<file path="src/rtl/pipe_ctrl_pkg.sv">
// Shared types and constants for the pipeline stall/flush controller.
package pipe_ctrl_pkg;

   typedef enum logic [1:0] {
      RUN        = 2'd0,
      CACHE_WAIT = 2'd1,
      ERR        = 2'd2
   } state_e;

   localparam logic [4:0] REG_ZERO = 5'd0;

   localparam int unsigned CNT_W_DEF    = 16;
   localparam int unsigned MAX_WAIT_DEF = 64;

endpackage

</file>
<file path="src/rtl/hazard_detect.sv">
// Load-use hazard detector: the load in EX writes a register read by the
// instruction in ID. $zero never creates a hazard.
// Ports:
//   IDEX_MemRead_i - EX instruction is a load
//   IDEX_RtAddr_i  - load destination register
//   IFID_RsAddr_i  - rs of the ID instruction
//   IFID_RtAddr_i  - rt of the ID instruction
//   lu_o           - load-use hazard (combinational)
module hazard_detect
   import pipe_ctrl_pkg::*;
(
   input  logic       IDEX_MemRead_i,
   input  logic [4:0] IDEX_RtAddr_i,
   input  logic [4:0] IFID_RsAddr_i,
   input  logic [4:0] IFID_RtAddr_i,
   output logic       lu_o
);

   assign lu_o = IDEX_MemRead_i
               & (IDEX_RtAddr_i != REG_ZERO)
               & ((IDEX_RtAddr_i == IFID_RsAddr_i) | (IDEX_RtAddr_i == IFID_RtAddr_i));

endmodule

</file>
<file path="src/rtl/pipe_hazard_ctrl.sv">
// Central stall/flush sequencer for the 5-stage pipeline.
// Ports:
//   clk_i, rst_i       - clock, asynchronous active-low reset
//   IDEX_*/IFID_*      - register addresses for load-use detection
//   Branch_taken_i     - branch resolved taken in ID
//   DCache_req_i/ack_i - data-cache access request / completion
//   PC_Write_o, IFID_Write_o, IFID_Flush_o, IDEX_Bubble_o, CacheStall_o
//                      - pipeline controls, combinational from state+inputs
//   StallCnt_o         - saturating count of cycles with PC_Write_o low
//   Err_o              - sticky cache-timeout flag
module pipe_hazard_ctrl
   import pipe_ctrl_pkg::*;
#(
   parameter int unsigned CNT_W    = CNT_W_DEF,
   parameter int unsigned MAX_WAIT = MAX_WAIT_DEF
)(
   input  logic             clk_i,
   input  logic             rst_i,
   input  logic             IDEX_MemRead_i,
   input  logic [4:0]       IDEX_RtAddr_i,
   input  logic [4:0]       IFID_RsAddr_i,
   input  logic [4:0]       IFID_RtAddr_i,
   input  logic             Branch_taken_i,
   input  logic             DCache_req_i,
   input  logic             DCache_ack_i,
   output logic             PC_Write_o,
   output logic             IFID_Write_o,
   output logic             IFID_Flush_o,
   output logic             IDEX_Bubble_o,
   output logic             CacheStall_o,
   output logic [CNT_W-1:0] StallCnt_o,
   output logic             Err_o
);

   // wait_cnt never exceeds MAX_WAIT-1
   localparam int unsigned WAIT_W = (MAX_WAIT > 2) ? $clog2(MAX_WAIT) : 1;

   state_e              state_q, state_d;
   logic [WAIT_W-1:0]   wait_cnt_q, wait_cnt_d;
   logic                lu;
   logic                miss;

   hazard_detect u_hazard_detect (
      .IDEX_MemRead_i (IDEX_MemRead_i),
      .IDEX_RtAddr_i  (IDEX_RtAddr_i),
      .IFID_RsAddr_i  (IFID_RsAddr_i),
      .IFID_RtAddr_i  (IFID_RtAddr_i),
      .lu_o           (lu)
   );

   assign miss = DCache_req_i & ~DCache_ack_i;

   // Next state and pipeline controls; the ack cycle of a wait reuses the
   // no-miss RUN decision so load-use and branch resolve without delay.
   always_comb begin
      state_d       = state_q;
      wait_cnt_d    = wait_cnt_q;
      PC_Write_o    = 1'b0;
      IFID_Write_o  = 1'b0;
      IFID_Flush_o  = 1'b0;
      IDEX_Bubble_o = 1'b0;
      CacheStall_o  = 1'b0;

      unique case (state_q)
         RUN: begin
            if (miss) begin
               CacheStall_o = 1'b1;
               state_d      = CACHE_WAIT;
               wait_cnt_d   = WAIT_W'(1);
            end else if (lu) begin
               IDEX_Bubble_o = 1'b1;
            end else begin
               PC_Write_o   = 1'b1;
               IFID_Write_o = 1'b1;
               IFID_Flush_o = Branch_taken_i;
            end
         end
         CACHE_WAIT: begin
            if (DCache_ack_i) begin
               state_d = RUN;
               if (lu) begin
                  IDEX_Bubble_o = 1'b1;
               end else begin
                  PC_Write_o   = 1'b1;
                  IFID_Write_o = 1'b1;
                  IFID_Flush_o = Branch_taken_i;
               end
            end else begin
               CacheStall_o = 1'b1;
               if (wait_cnt_q == WAIT_W'(MAX_WAIT - 1)) begin
                  state_d = ERR;
               end else begin
                  wait_cnt_d = wait_cnt_q + WAIT_W'(1);
               end
            end
         end
         ERR: begin
            CacheStall_o = 1'b1;
         end
         default: begin
            state_d = RUN;
         end
      endcase

      // Reset overrides every control output, including the write enables
      if (!rst_i) begin
         PC_Write_o    = 1'b0;
         IFID_Write_o  = 1'b0;
         IFID_Flush_o  = 1'b0;
         IDEX_Bubble_o = 1'b0;
         CacheStall_o  = 1'b0;
      end
   end

   // State, wait counter, saturating stall counter and sticky error
   always_ff @(posedge clk_i or negedge rst_i) begin
      if (!rst_i) begin
         state_q    <= RUN;
         wait_cnt_q <= '0;
         StallCnt_o <= '0;
         Err_o      <= 1'b0;
      end else begin
         state_q    <= state_d;
         wait_cnt_q <= wait_cnt_d;
         if (!PC_Write_o && (StallCnt_o != {CNT_W{1'b1}})) begin
            StallCnt_o <= StallCnt_o + CNT_W'(1);
         end
         if (state_d == ERR) begin
            Err_o <= 1'b1;
         end
      end
   end

endmodule
</file>
<file path="config.mk">
export PLATFORM = sky130hd
export DESIGN_NAME = pipe_hazard_ctrl
export DESIGN_NICKNAME = d
export VERILOG_FILES = /design/src/rtl/pipe_ctrl_pkg.sv /design/src/rtl/hazard_detect.sv /design/src/rtl/pipe_hazard_ctrl.sv
export SDC_FILE = /design/constraint.sdc
export NUM_CORES = 1
export LEC_CHECK = 0
export ABC_AREA = 1
export BUFFER_PORTS_ARGS = -buffer_cell sky130_fd_sc_hd__buf_2
export CAP_MARGIN = 20
export CORE_MARGIN = 1.5
export CORE_UTILIZATION = 47
export DETAILED_ROUTE_END_ITERATION = 10
export PLACE_DENSITY = 0.72
export SYNTH_ARGS = -nofsm -noshare
export SYNTH_HDL_FRONTEND = slang
export SYNTH_SLANG_ARGS = --single-unit
</file>
<file path="constraint.sdc">
create_clock -name clk_i -period 1.85 [get_ports clk_i]
set_clock_uncertainty 0.05 [all_clocks]
set_input_delay 0.0925 -clock clk_i [delete_from_list [all_inputs] [get_ports clk_i]]
set_output_delay 0.0925 -clock clk_i [all_outputs]
set_load 0.005 [all_outputs]
</file>
== After elaboration in Yosys (flattened, before gate mapping) ==
Cells that the tools add are included.

* Bits in registers: 25
* Output and inout port bits: 22
* Logic and storage cells: 54

* Add/subtract/negate cells: 2
* Equality and inequality tests: 10
* Mux-type cells: 27
* Bitwise gates (word level): 5
* Reduce and logical (&&, ||, !) cells: 6

{| class="wikitable"
|+ Operators by type and width
! cell !! count
|-
| $mux 6 || 3
|-
| $add 16x1->16 const B || 1
|-
| $ne 16x16->1 const B || 1
|-
| $mux 1 || 15
|-
| $pmux 6 s2 || 1
|-
| $eq 5x5->1 || 2
|-
| $add 6x1->6 const B || 1
|-
| $eq 6x6->1 const B || 1
|-
| $mux 2 || 3
|-
| $ne 2x2->1 const B || 3
|-
| $pmux 1 s2 || 3
|-
| $pmux 2 s3 || 1
|-
| $reduce_bool 5->1 || 1
|-
| $eq 2x2->1 const B || 2
|-
| $reduce_and 4->1 || 1
|-
| $and 1x1->1 || 3
|-
| $pmux 1 s3 || 1
|-
| $eq 2x1->1 const B || 1
|-
| $logic_not 2->1 || 1
|-
| $reduce_bool 2->1 || 1
|-
| $logic_and 1x1->1 || 1
|-
| $logic_not 1->1 || 1
|-
| $not 1->1 || 1
|-
| $or 1x1->1 || 1
|}

== Longest topological paths before layout ==
Gate-level depths: netlist of the first run.

* Depth after elaboration: 9
* Mapped depth: 12

== Hierarchy ==
A second synthesis of the first run with hierarchy kept.

* Cell total of the unflattened synthesis: 260
* Area, all modules: 1717.9 µm²

{| class="wikitable"
|+ By module, submodules not included
! module !! instances !! cells each !! area an instance (µm²) !! sequential area each (µm²)
|-
| pipe_hazard_ctrl || 1 || 215 || 1522.7 || 625.6
|-
| hazard_detect || 1 || 45 || 195.2 || 0.0
|}

== Worst setup path before layout of the first run ==
OpenSTA, ideal clock, no wires.

* Path kind: reg2reg
* From: register StallCnt_o[0]
* To: register StallCnt_o[2]
* Setup time: 0.117 ns
* Arrival time: 1.401 ns
* Data required time: 1.683 ns
* Path slack: 0.282 ns
* Cell stages (with the launch flop): 8
* Cell sequence: dfrtp_1 -> ha_1 -> nand3_4 -> nor3_4 -> nand4_4 -> buf_2 -> nand3_1 -> nand2_1

* Cells in the longest elaborated chain, start to end: 2
* Elaborated cells between the ends (all ways): 3
* Those cells by class: add/sub: 1; eq/ne: 1; reduce/logical: 1

{| class="wikitable"
|+ Ends and longest elaborated chain
! what !! line !! text
|-
| from (decl) || pipe_hazard_ctrl.sv:31 || <nowiki>output logic [CNT_W-1:0] StallCnt_o,</nowiki>
|-
| from (signal assigned) || pipe_hazard_ctrl.sv:126 || <nowiki>StallCnt_o <= StallCnt_o + CNT_W'(1);</nowiki>
|-
| branches (longest 2 deep; another with $add 16x1->16) || - ||
|}

Several ways; the timed one is not identified.
A chain may end at the register's enable or synchronous reset.

== Worst setup path in the final report of the first run ==
* From: register StallCnt_o[1]
* To: register StallCnt_o[10]

The elaborated chain is that of the path after synthesis.

==> out/results.ini, run 1 <==
[cells_and_area]
fin_nets=312
multi_input_area_um2=958.4
regArea_um2=626.9
fin_area_mm2=0.002048
synthToLayoutAreaGrowth_pct=19.14
layout_commonest_cell=nand2_1
layout_common_cells=79 x nand2_1, 42 x buf_2, 31 x inv_1
postLayoutCoreUtil=0.5996
diodes=0
nFillCells=360
drive_gt1_frac=0.2465

[global_route]
grt_pass1_vias=1465
grt_usage=0.1892
grt_pass1_wl_um=6292
antenna_found_initial=0
grt_overflow=0
grt_max_degree=26

[worst_hold_path]
worstHoldStart=DCache_ack_i
holdPathStages=4
hold_path.class=in -> reg
min_to=state_q[1]

[yosys]
synthSimpleGateAreaFrac=0.4047
ys_ff_latch=25
postSynthCellCount=241
ys_warn_count=0
syn-cell-area_mm2=0.001719
ys_seq_area_frac=0.3639
synth_adder_area_share=0.01456
synth_xor_area_frac=0.07132
syn_avg_cell_area_um2=7.133
synthMuxAreaShare=0.006550
synth-compound-area-share=0.03348
synthesis.nets=264
synth_area_leaders=dfrtp_1 36%, nand2_1 17%, nand3_1 7.6%, inv_1 6.8%, nor2_1 5.7%
yosys.area.top_type=dfrtp_1
synth_top_family_by_area=simple AND/OR/NAND/NOR gates
yosysTopAreaCellShare=0.3639
synth.distinct_cells=29

[clock_network]
cts_buffer_depth=2
cts_sinks=25
cts_made_buffers=3
cts_root_buffer=clkbuf_4
clkLatencyLatePin_ns=0.31
clk_pin_slew_worst_paths_ns=0.13
tritoncts=built
h-tree-depth=1

[die]
rows=21
die_w_um=63.48
die_area_mm2=0.004030
ioPinCount=43
coreArea_mm2=0.003416
fp.dieH_um=63.48
start_util=0.5033

[detailed_routing]
dr.pass1.iters=4
vias_per_cell=4.829
vias=1613
drc=0
ant_nets=0
wirelength_um=3614
wire_per_inst_um=10.82
drt_iter0_markers=59

[job]
max-cap-violations=0

[placed_design]
io_buffers=42
gp_routability_congestion=0.8408
hpwl_um=2559
placed_area_mm2=0.001956

[timing]
whs_ns=0.09005
rsz0062_at_grt=yes
worst_pin_slew_ns=0.4290
period_needed_ns=1.715
maxSlewHeadroom=0.7129
drv_slew=0
finalCritPeriodShare=0.9270
setup_viol=0
fmax_ghz=0.5831
hold_viol=0

[run_status]
status=finished clean

[power]
total_leakage_power_nw=1.145
peakVddDrop_uv=502.9
power.density_mw_per_mm2=690.0

[worst_setup_path]
end_kind=flop
cpMaxStageDelayCell=dfrtp_1
cp.required_ns=2.02
reg2reg_to=StallCnt_o[10]
r2r-start=StallCnt_o[1]
reg2regPathDepth=6
max_stage_delay_ns=0.43
worstPathArrival_ns=1.89
crit_chain=ha_1 > nand3_4 > nor3_4 > nand4_2 > nand3_1 > nand2_1
critPathKind=reg -> reg
crit_fanout=8
r2r_setup_slack_ns=0.14
start_kind=flop

synth_stat cells:
cell type / instances
nand2_1: 78
inv_1: 31
nand3_1: 26
nor2_1: 26
dfrtp_1: 25
xor2_1: 8
xnor2_1: 6
a21oi_1: 5
inv_2: 4
o21ai_0: 4
buf_6: 3
nand4_1: 3
nor3_2: 3
ha_1: 2
nand2_2: 2
nor3_1: 2
buf_2: 1
buf_4: 1
clkinv_1: 1
mux2_2: 1
nand2_4: 1
nand3_4: 1
nand4_4: 1
nor3_4: 1
nor3b_2: 1
nor3b_4: 1
o21ai_1: 1
o31ai_1: 1
or2_2: 1
how the worst max path moves through the flow:
stage                  startpoint              to  depth (start not counted)
floorplan           StallCnt_o[0]   StallCnt_o[2]                          7
global placement    StallCnt_o[0]   StallCnt_o[1]                          7
detailed placement  StallCnt_o[0]  StallCnt_o[11]                          7
CTS                    state_q[0]    IFID_Flush_o                          6
global route        StallCnt_o[1]   StallCnt_o[1]                          7
finish              StallCnt_o[1]  StallCnt_o[10]                          6
cell families after synthesis:
logic type               Yosys count
AO/OA/AOI/OAI                     11
XOR/XNOR                          14
adder cells (fa/ha/maj)            2
buffers and inverters             41
flip-flops                        25
multiplexers                       1
AND/OR/NAND/NOR                  147
worst max-delay path, delay by kind of cell (launching register included):
family                     cells  cell delay (ns)
DFF                            1             0.43
adders and majority gates      1             0.24
and+or+nand+nor                5             0.90
what timing repair did:
| action | 4_1_cts | 5_1_grt |
|---|---|---|
| hold buffers | 1 | 0 |
| resized for setup | 1 | 6 |
| setup endpoints to repair | 3 | 19 |
| setup buffers | 0 | 1 |
| endpoints found under the hold margin | 25 | 0 |
| pin swaps | 1 | 2 |
| gates cloned | 1 | 1 |
area by class of cell:
type	instances	area share
clock buffer	3	0.01100
multi-input combinational	177	0.4679
sequential	25	0.3060
inverter	36	0.06597
clock inverter	1	0.002443
timing repair buffer	46	0.1185
tap	46	0.02810
where the power goes:
group          internal [W]  switching (W)
logic              0.000192       0.000243
clock network     0.0000809       0.000160
registers          0.000629       0.000108
total              0.000902       0.000511
layer usage:
| layer | part of all wire | GRT usage | routed length, um |
|---|---|---|---|
| met4 | 0.0047 | 0.04076 | 17 |
| met1 | 0.49 | 0.2642 | 1764 |
| met2 | 0.45 | 0.3158 | 1638 |
| met5 | 0 | 0 | 0 |
| met3 | 0.053 | 0.02143 | 193 |
state kept, by name (all words and copies together), names as in the netlist:
register / cells
Err_o: 1
StallCnt_o: 16
state_q: 2
wait_cnt_q: 6
per-stage QoR:
stage	TNS (ns)	setup slack, ns	std cells	power [W]
3_5_place_dp	0	0.07561	326	0.001171
6_report	0	0.1351	334	0.001413
2_1_floorplan	0	0.2824	241	0.001031
4_1_cts	0	0.02627	332	0.001418
5_1_grt	-0.02821	-0.008543	334	0.001540
3_3_place_gp	0	0.1457	326	0.001160
Power figures use the tool's default switching activity.
==> run 2, diff against run 1 <==
--- a/config.mk
+++ b/config.mk
@@ -11,7 +11,7 @@
 export CORE_MARGIN = 1.5
 export CORE_UTILIZATION = 47
 export DETAILED_ROUTE_END_ITERATION = 10
-export PLACE_DENSITY = 0.72
+export PLACE_DENSITY = 0.83
 export SYNTH_ARGS = -nofsm -noshare
 export SYNTH_HDL_FRONTEND = slang
 export SYNTH_SLANG_ARGS = --single-unit
==> out/results.ini, run 2 (same netlist as run 1, synthesis figures left out) <==
[clock_network]
h-tree-depth=1  ; unchanged
cts_root_buffer=clkbuf_4
cts_buffer_depth=2  ; unchanged
clkLatencyLatePin_ns=0.32  ; about the same
tritoncts=built
clk_pin_slew_worst_paths_ns=0.14  ; about the same
cts_made_buffers=3  ; unchanged
cts_sinks=25  ; unchanged

[cells_and_area]
synthToLayoutAreaGrowth_pct=20.60
drive_gt1_frac=0.2474  ; +0.0008949
top_register=StallCnt_o
largest_register_ffs=16  ; unchanged
stdcell_count=337  ; +0.90%
fin_area_mm2=0.002073  ; +1.2%
layout_common_cells=79 x nand2_1, 42 x buf_2, 31 x inv_1
fin_nets=315  ; +0.96%
reg_top3=StallCnt_o x16, wait_cnt_q x6, state_q x2
nFillCells=312  ; -13%
diodes=0  ; unchanged
layout_commonest_cell=nand2_1
postLayoutCoreUtil=0.6070  ; +0.007326

[worst_setup_path]
start_kind=flop
cpLargestDelayFamily=simple AND/OR/NAND/NOR gates
crit_fanout=6  ; -2
cpMaxStageDelayCell=dfrtp_2
critPathKind=reg -> reg
worstPathArrival_ns=1.93  ; +0.04 ns
cp_common_cell=nand2_1
end_kind=flop
cp.required_ns=2.02  ; about the same
crit_chain=ha_1 > nand3_4 > nor3b_4 > nand2_1 > nor3_2 > nand2_1 > nand2_1 > nand2_1
max_stage_delay_ns=0.44  ; about the same
cp_num_buf_inv=0  ; unchanged

[placed_design]
hpwl_um=2820  ; +10%
io_buffers=42  ; unchanged
place_ws_ns=0.05030  ; -0.02531 ns
place_inst=328  ; +0.61%
placed_area_mm2=0.001971  ; +0.77%
gp_routability_congestion=0.8680  ; +3.2%

[power]
total_leakage_power_nw=1.161  ; +1.4%
comb_power_share=0.328  ; +0.020
switching_share=0.3665  ; +0.004866
p_sw_w=0.0005317  ; +4.0%
internal-power_w=0.0009192  ; +1.9%
peakVddDrop_uv=671.5  ; +34%
clkPwrFrac=0.169  ; -0.002
seqPwrFrac=0.503  ; -0.019
power.density_mw_per_mm2=699.8  ; +1.4%

[worst_hold_path]
hold_path.class=in -> reg

[global_route]
grt_pass1_wl_um=6775  ; +7.7%
grt_overflow=0  ; unchanged
grt_usage=0.2073  ; +0.01818
grt_max_degree=26  ; unchanged
antenna_found_initial=0  ; unchanged
grt_pass1_vias=1628  ; +11%

[timing]
finalCritPeriodShare=0.9469  ; +0.01987
setup_viol=0  ; unchanged
worst_pin_slew_ns=0.3637  ; -0.06531 ns
period_needed_ns=1.752  ; +0.03677 ns
fmax_ghz=0.5709  ; -2.1%
setup_tns_ns=0  ; unchanged
worst_slack_ns=0.09830  ; -0.03677 ns
drv_slew=0  ; unchanged
maxSlewHeadroom=0.7569  ; +0.04401
hold_viol=0  ; unchanged

[detailed_routing]
drc=0  ; unchanged
ant_nets=0  ; unchanged
wirelength_um=3864  ; +6.9%
drt_iter0_markers=117  ; +98%
dr.pass1.iters=4  ; unchanged
vias_per_cell=4.976  ; +3.0%
vias=1677  ; +4.0%
wire_per_inst_um=11.47  ; +6.0%

[die]
rows=21  ; unchanged
coreArea_mm2=0.003416  ; unchanged
ioPinCount=43  ; unchanged
die_area_mm2=0.004030  ; unchanged
fp.dieH_um=63.48  ; unchanged
start_util=0.5033  ; unchanged
die_w_um=63.48  ; unchanged

[run_status]
status=finished clean

[job]
max-cap-violations=0  ; unchanged

-- run 2: cell types whose count changed in the layout (fill, tap and decap cells not counted), sizes merged --
cell / change
buf: +4
nand4: -1
-- run 2: power by group through the flow --
stage | Clock, W | Combinational, W | Sequential (W)
CTS | 0.000261 | 0.000470 | 0.000727
detailed placement | 0 | 0.000463 | 0.000739
global route | 0.000277 | 0.000551 | 0.000742
global placement | 0 | 0.000450 | 0.000730
finish | 0.000246 | 0.000476 | 0.000729
floorplan | 0 | 0.000298 | 0.000733
-- run 2: metal layers --
layer,track usage,share of wire,vias to the layer above
li1,-,-,856
met1,0.2310,0.43,798
met2,0.3908,0.53,19
met3,0.04286,0.026,4
met4,0.06250,0.012,0
met5,0,0,-
-- run 2: area by class of cell --
class / count / area (um2) / area share
clock buffer: 3 / 22.52 / 0.01086
clock inverter: 1 / 5.005 / 0.002414
inverter: 36 / 135.1 / 0.06518
multi-input combinational: 176 / 940.9 / 0.4538
sequential: 25 / 626.9 / 0.3024
tap: 46 / 57.56 / 0.02776
timing repair buffer: 50 / 285.3 / 0.1376
-- run 2: tightest hold or removal path, delay by kind of cell --
family	cells	cell delay, ns
AOI/OAI and AO/OA	1	0.14
buffers and inverters	2	0.15
and+or+nand+nor	1	0.05
-- run 2: per-stage QoR --
stage | hold WS, ns | total power, W
finish | 0.08355 | 0.001451
floorplan | -0.2531 | 0.001031
global route | 0.1060 | 0.001571
detailed placement | 0.1048 | 0.001202
CTS | 0.06483 | 0.001458
global placement | 0.1082 | 0.001180
-- run 2: path summary, 6_finish.rpt --
kind | endpoint | slack (ns) | cells past startpoint | start
max | StallCnt_o[12] | 0.1 | 8 | StallCnt_o[0]
min | state_q[1] | 0.08 | 4 | DCache_ack_i
max reg2reg | StallCnt_o[12] | 0.1 | 8 | StallCnt_o[0]
min reg2reg | Err_o | 0.42 | 1 | Err_o
max in group asynchronous | StallCnt_o[0] | 1.21 | 3 | rst_i
min in group asynchronous | StallCnt_o[14] | 0.27 | 3 | rst_i
-- run 2: what timing repair did --
action	4_1_cts	5_1_grt
hold buffers	1	0
endpoints found under the setup margin	3	19
gates resized for setup	1	4
gates cloned	1	0
hold endpoints to repair	25	0
setup buffers	0	3
pin swaps	1	2
==> run 3, diff against run 2 <==
--- a/config.mk
+++ b/config.mk
@@ -12,6 +12,7 @@
 export CORE_UTILIZATION = 47
 export DETAILED_ROUTE_END_ITERATION = 10
 export PLACE_DENSITY = 0.83
+export SETUP_SLACK_MARGIN = 0.4
 export SYNTH_ARGS = -nofsm -noshare
 export SYNTH_HDL_FRONTEND = slang
 export SYNTH_SLANG_ARGS = --single-unit
==> out/results.ini, run 3 (same netlist as run 1, synthesis figures left out) <==
[worst_setup_path]
reg2reg_to=StallCnt_o[15]
start_kind=flop
crit_fanout=7  ; +1
end_kind=flop
cp_common_cell=nand2_1
cp_num_buf_inv=1  ; +1
critPathKind=reg -> reg
max_stage_delay_ns=0.49  ; +0.05 ns
worstPathArrival_ns=1.84  ; -0.09 ns
reg2regPathDepth=6  ; -2
r2r-start=StallCnt_o[10]
r2r_setup_slack_ns=0.20  ; +0.10 ns
cpMaxStageDelayCell=dfrtp_1
crit_chain=nand2_1 > nor3_2 > nand4_4 > buf_6 > nand3_2 > nand2_1
cp.required_ns=2.04  ; +0.02 ns
cpLargestDelayFamily=simple AND/OR/NAND/NOR gates

[cells_and_area]
postLayoutCoreUtil=0.7139  ; +0.1070
largest_register_ffs=16  ; unchanged
reg_top3=StallCnt_o x16, wait_cnt_q x6, state_q x2
diodes=0  ; unchanged
layout_commonest_cell=nand2_1
drive_gt1_frac=0.4196  ; +0.1721
fin_nets=341  ; +8.3%
layout_common_cells=73 x nand2_1, 42 x buf_2, 28 x inv_1
top_register=StallCnt_o
synthToLayoutAreaGrowth_pct=41.85

[timing]
worst_slack_ns=0.2014  ; +0.1031 ns
rsz0062_at_grt=yes
hold_viol=0  ; unchanged
worst_pin_slew_ns=0.3266  ; -0.03713 ns
whs_ns=0.08155  ; -0.001998 ns
maxSlewHeadroom=0.7823  ; +0.02534
period_needed_ns=1.649  ; -0.1031 ns
setup_tns_ns=0  ; unchanged
fmax_ghz=0.6066  ; +6.3%
finalCritPeriodShare=0.8912  ; -0.05571
drv_slew=0  ; unchanged
setup_viol=0  ; unchanged

[power]
total_leakage_power_nw=1.299  ; +12%
peakVddDrop_uv=636.9  ; -5.1%
fin_total_pwr_w=0.001739  ; +20%
power.density_mw_per_mm2=713.1  ; +1.9%

[worst_hold_path]
hold_path.class=in -> reg
min_to=state_q[1]
holdPathStages=4  ; unchanged
worstHoldStart=DCache_ack_i

[detailed_routing]
vias=1854  ; +11%
dr.pass1.iters=4  ; unchanged
ant_nets=0  ; unchanged
drt_iter0_markers=114  ; -2.6%
wirelength_um=4934  ; +28%
vias_per_cell=5.107  ; +2.6%
drc=0  ; unchanged
wire_per_inst_um=13.59  ; +19%

[clock_network]
clkLatencyLatePin_ns=0.34  ; +0.02 ns
tritoncts=built
h-tree-depth=1  ; unchanged
cts_made_buffers=3  ; unchanged
cts_sinks=25  ; unchanged
cts_root_buffer=clkbuf_4
clk_pin_slew_worst_paths_ns=0.14  ; about the same
cts_buffer_depth=2  ; unchanged

[die]
coreArea_mm2=0.003416  ; unchanged
start_util=0.5033  ; unchanged
die_area_mm2=0.004030  ; unchanged
rows=21  ; unchanged
die_w_um=63.48  ; unchanged
fp.dieH_um=63.48  ; unchanged
ioPinCount=43  ; unchanged

[placed_design]
place_ws_ns=0.1703  ; +0.1200 ns
hpwl_um=2804  ; -0.57%
io_buffers=42  ; unchanged
gp_routability_congestion=0.8167  ; -5.9%

[global_route]
grt_pass1_vias=1747  ; +7.3%
grt_pass1_wl_um=7472  ; +10%
grt_overflow=0  ; unchanged
antenna_found_initial=0  ; unchanged
grt_max_degree=26  ; unchanged
grt_usage=0.2333  ; +0.02593

[job]
max-cap-violations=0  ; unchanged

[run_status]
status=finished clean

run 3: changes by cell type in the layout (fill, tap and decap cells not counted), sizes merged:
| cell | delta |
|---|---|
| buf | +25 |
| clkinv | -1 |
| clkinvlp | +1 |
| nand2 | +1 |
run 3: power by group:
part	internal (W)	switching, W
logic	0.000371	0.000368
registers	0.000636	0.000105
clock network	0.0000831	0.000177
run 3: metal layers:
| layer | wire length (um) | vias to the layer above | GRT usage | share of wire |
|---|---|---|---|---|
| met3 | 256 | 18 | 0.05179 | 0.052 |
| met2 | 2598 | 61 | 0.4421 | 0.53 |
| met4 | 157 | 0 | 0.07609 | 0.032 |
| li1 | - | 908 | - | - |
| met1 | 1922 | 867 | 0.2531 | 0.39 |
| met5 | 0 | - | 0 | 0 |
run 3: cell type report:
type	count	area [um2]
clock buffer	3	22.52
clock inverter	1	7.507
fill	277	977.2
inverter	36	135.1
multi-input combinational	177	1095
sequential	25	630.6
tap	46	57.56
timing repair buffer	75	490.5
run 3: worst max path at each step:
stage	from	to	slack (ns)	cells after the start
global route	state_q[0]	IDEX_Bubble_o	0.14	7
detailed placement	StallCnt_o[0]	StallCnt_o[2]	0.17	7
floorplan	StallCnt_o[0]	StallCnt_o[12]	0.40	8
CTS	state_q[0]	IDEX_Bubble_o	0.19	7
finish	StallCnt_o[10]	StallCnt_o[15]	0.20	6
global placement	StallCnt_o[0]	StallCnt_o[9]	0.25	7
run 3: worst reg2reg max path, cell delays in order, from the launching register on:
cell and delay (ns):
dfrtp_1 0.49, nand2_1 0.15, nor3_2 0.23, nand4_4 0.28, buf_6 0.24, nand3_2 0.07, nand2_1 0.05
run 3: stage by stage:
stage                     instance area [um2]  instances
after global placement                   1983        327
final                                    2439        363
after detailed placement                 1983        327
after floorplan                          1742        241
after CTS                                2281        351
after global routing                     2439        363
run 3: repair_timing:
action                                  CTS  global route
endpoints found under the setup margin   27            28
buffers inserted                         18            11
hold endpoints to repair                 25             0
gates resized for setup                  27            21
pin swaps                                30            11
hold buffers                              1             0
cloned                                    1             1
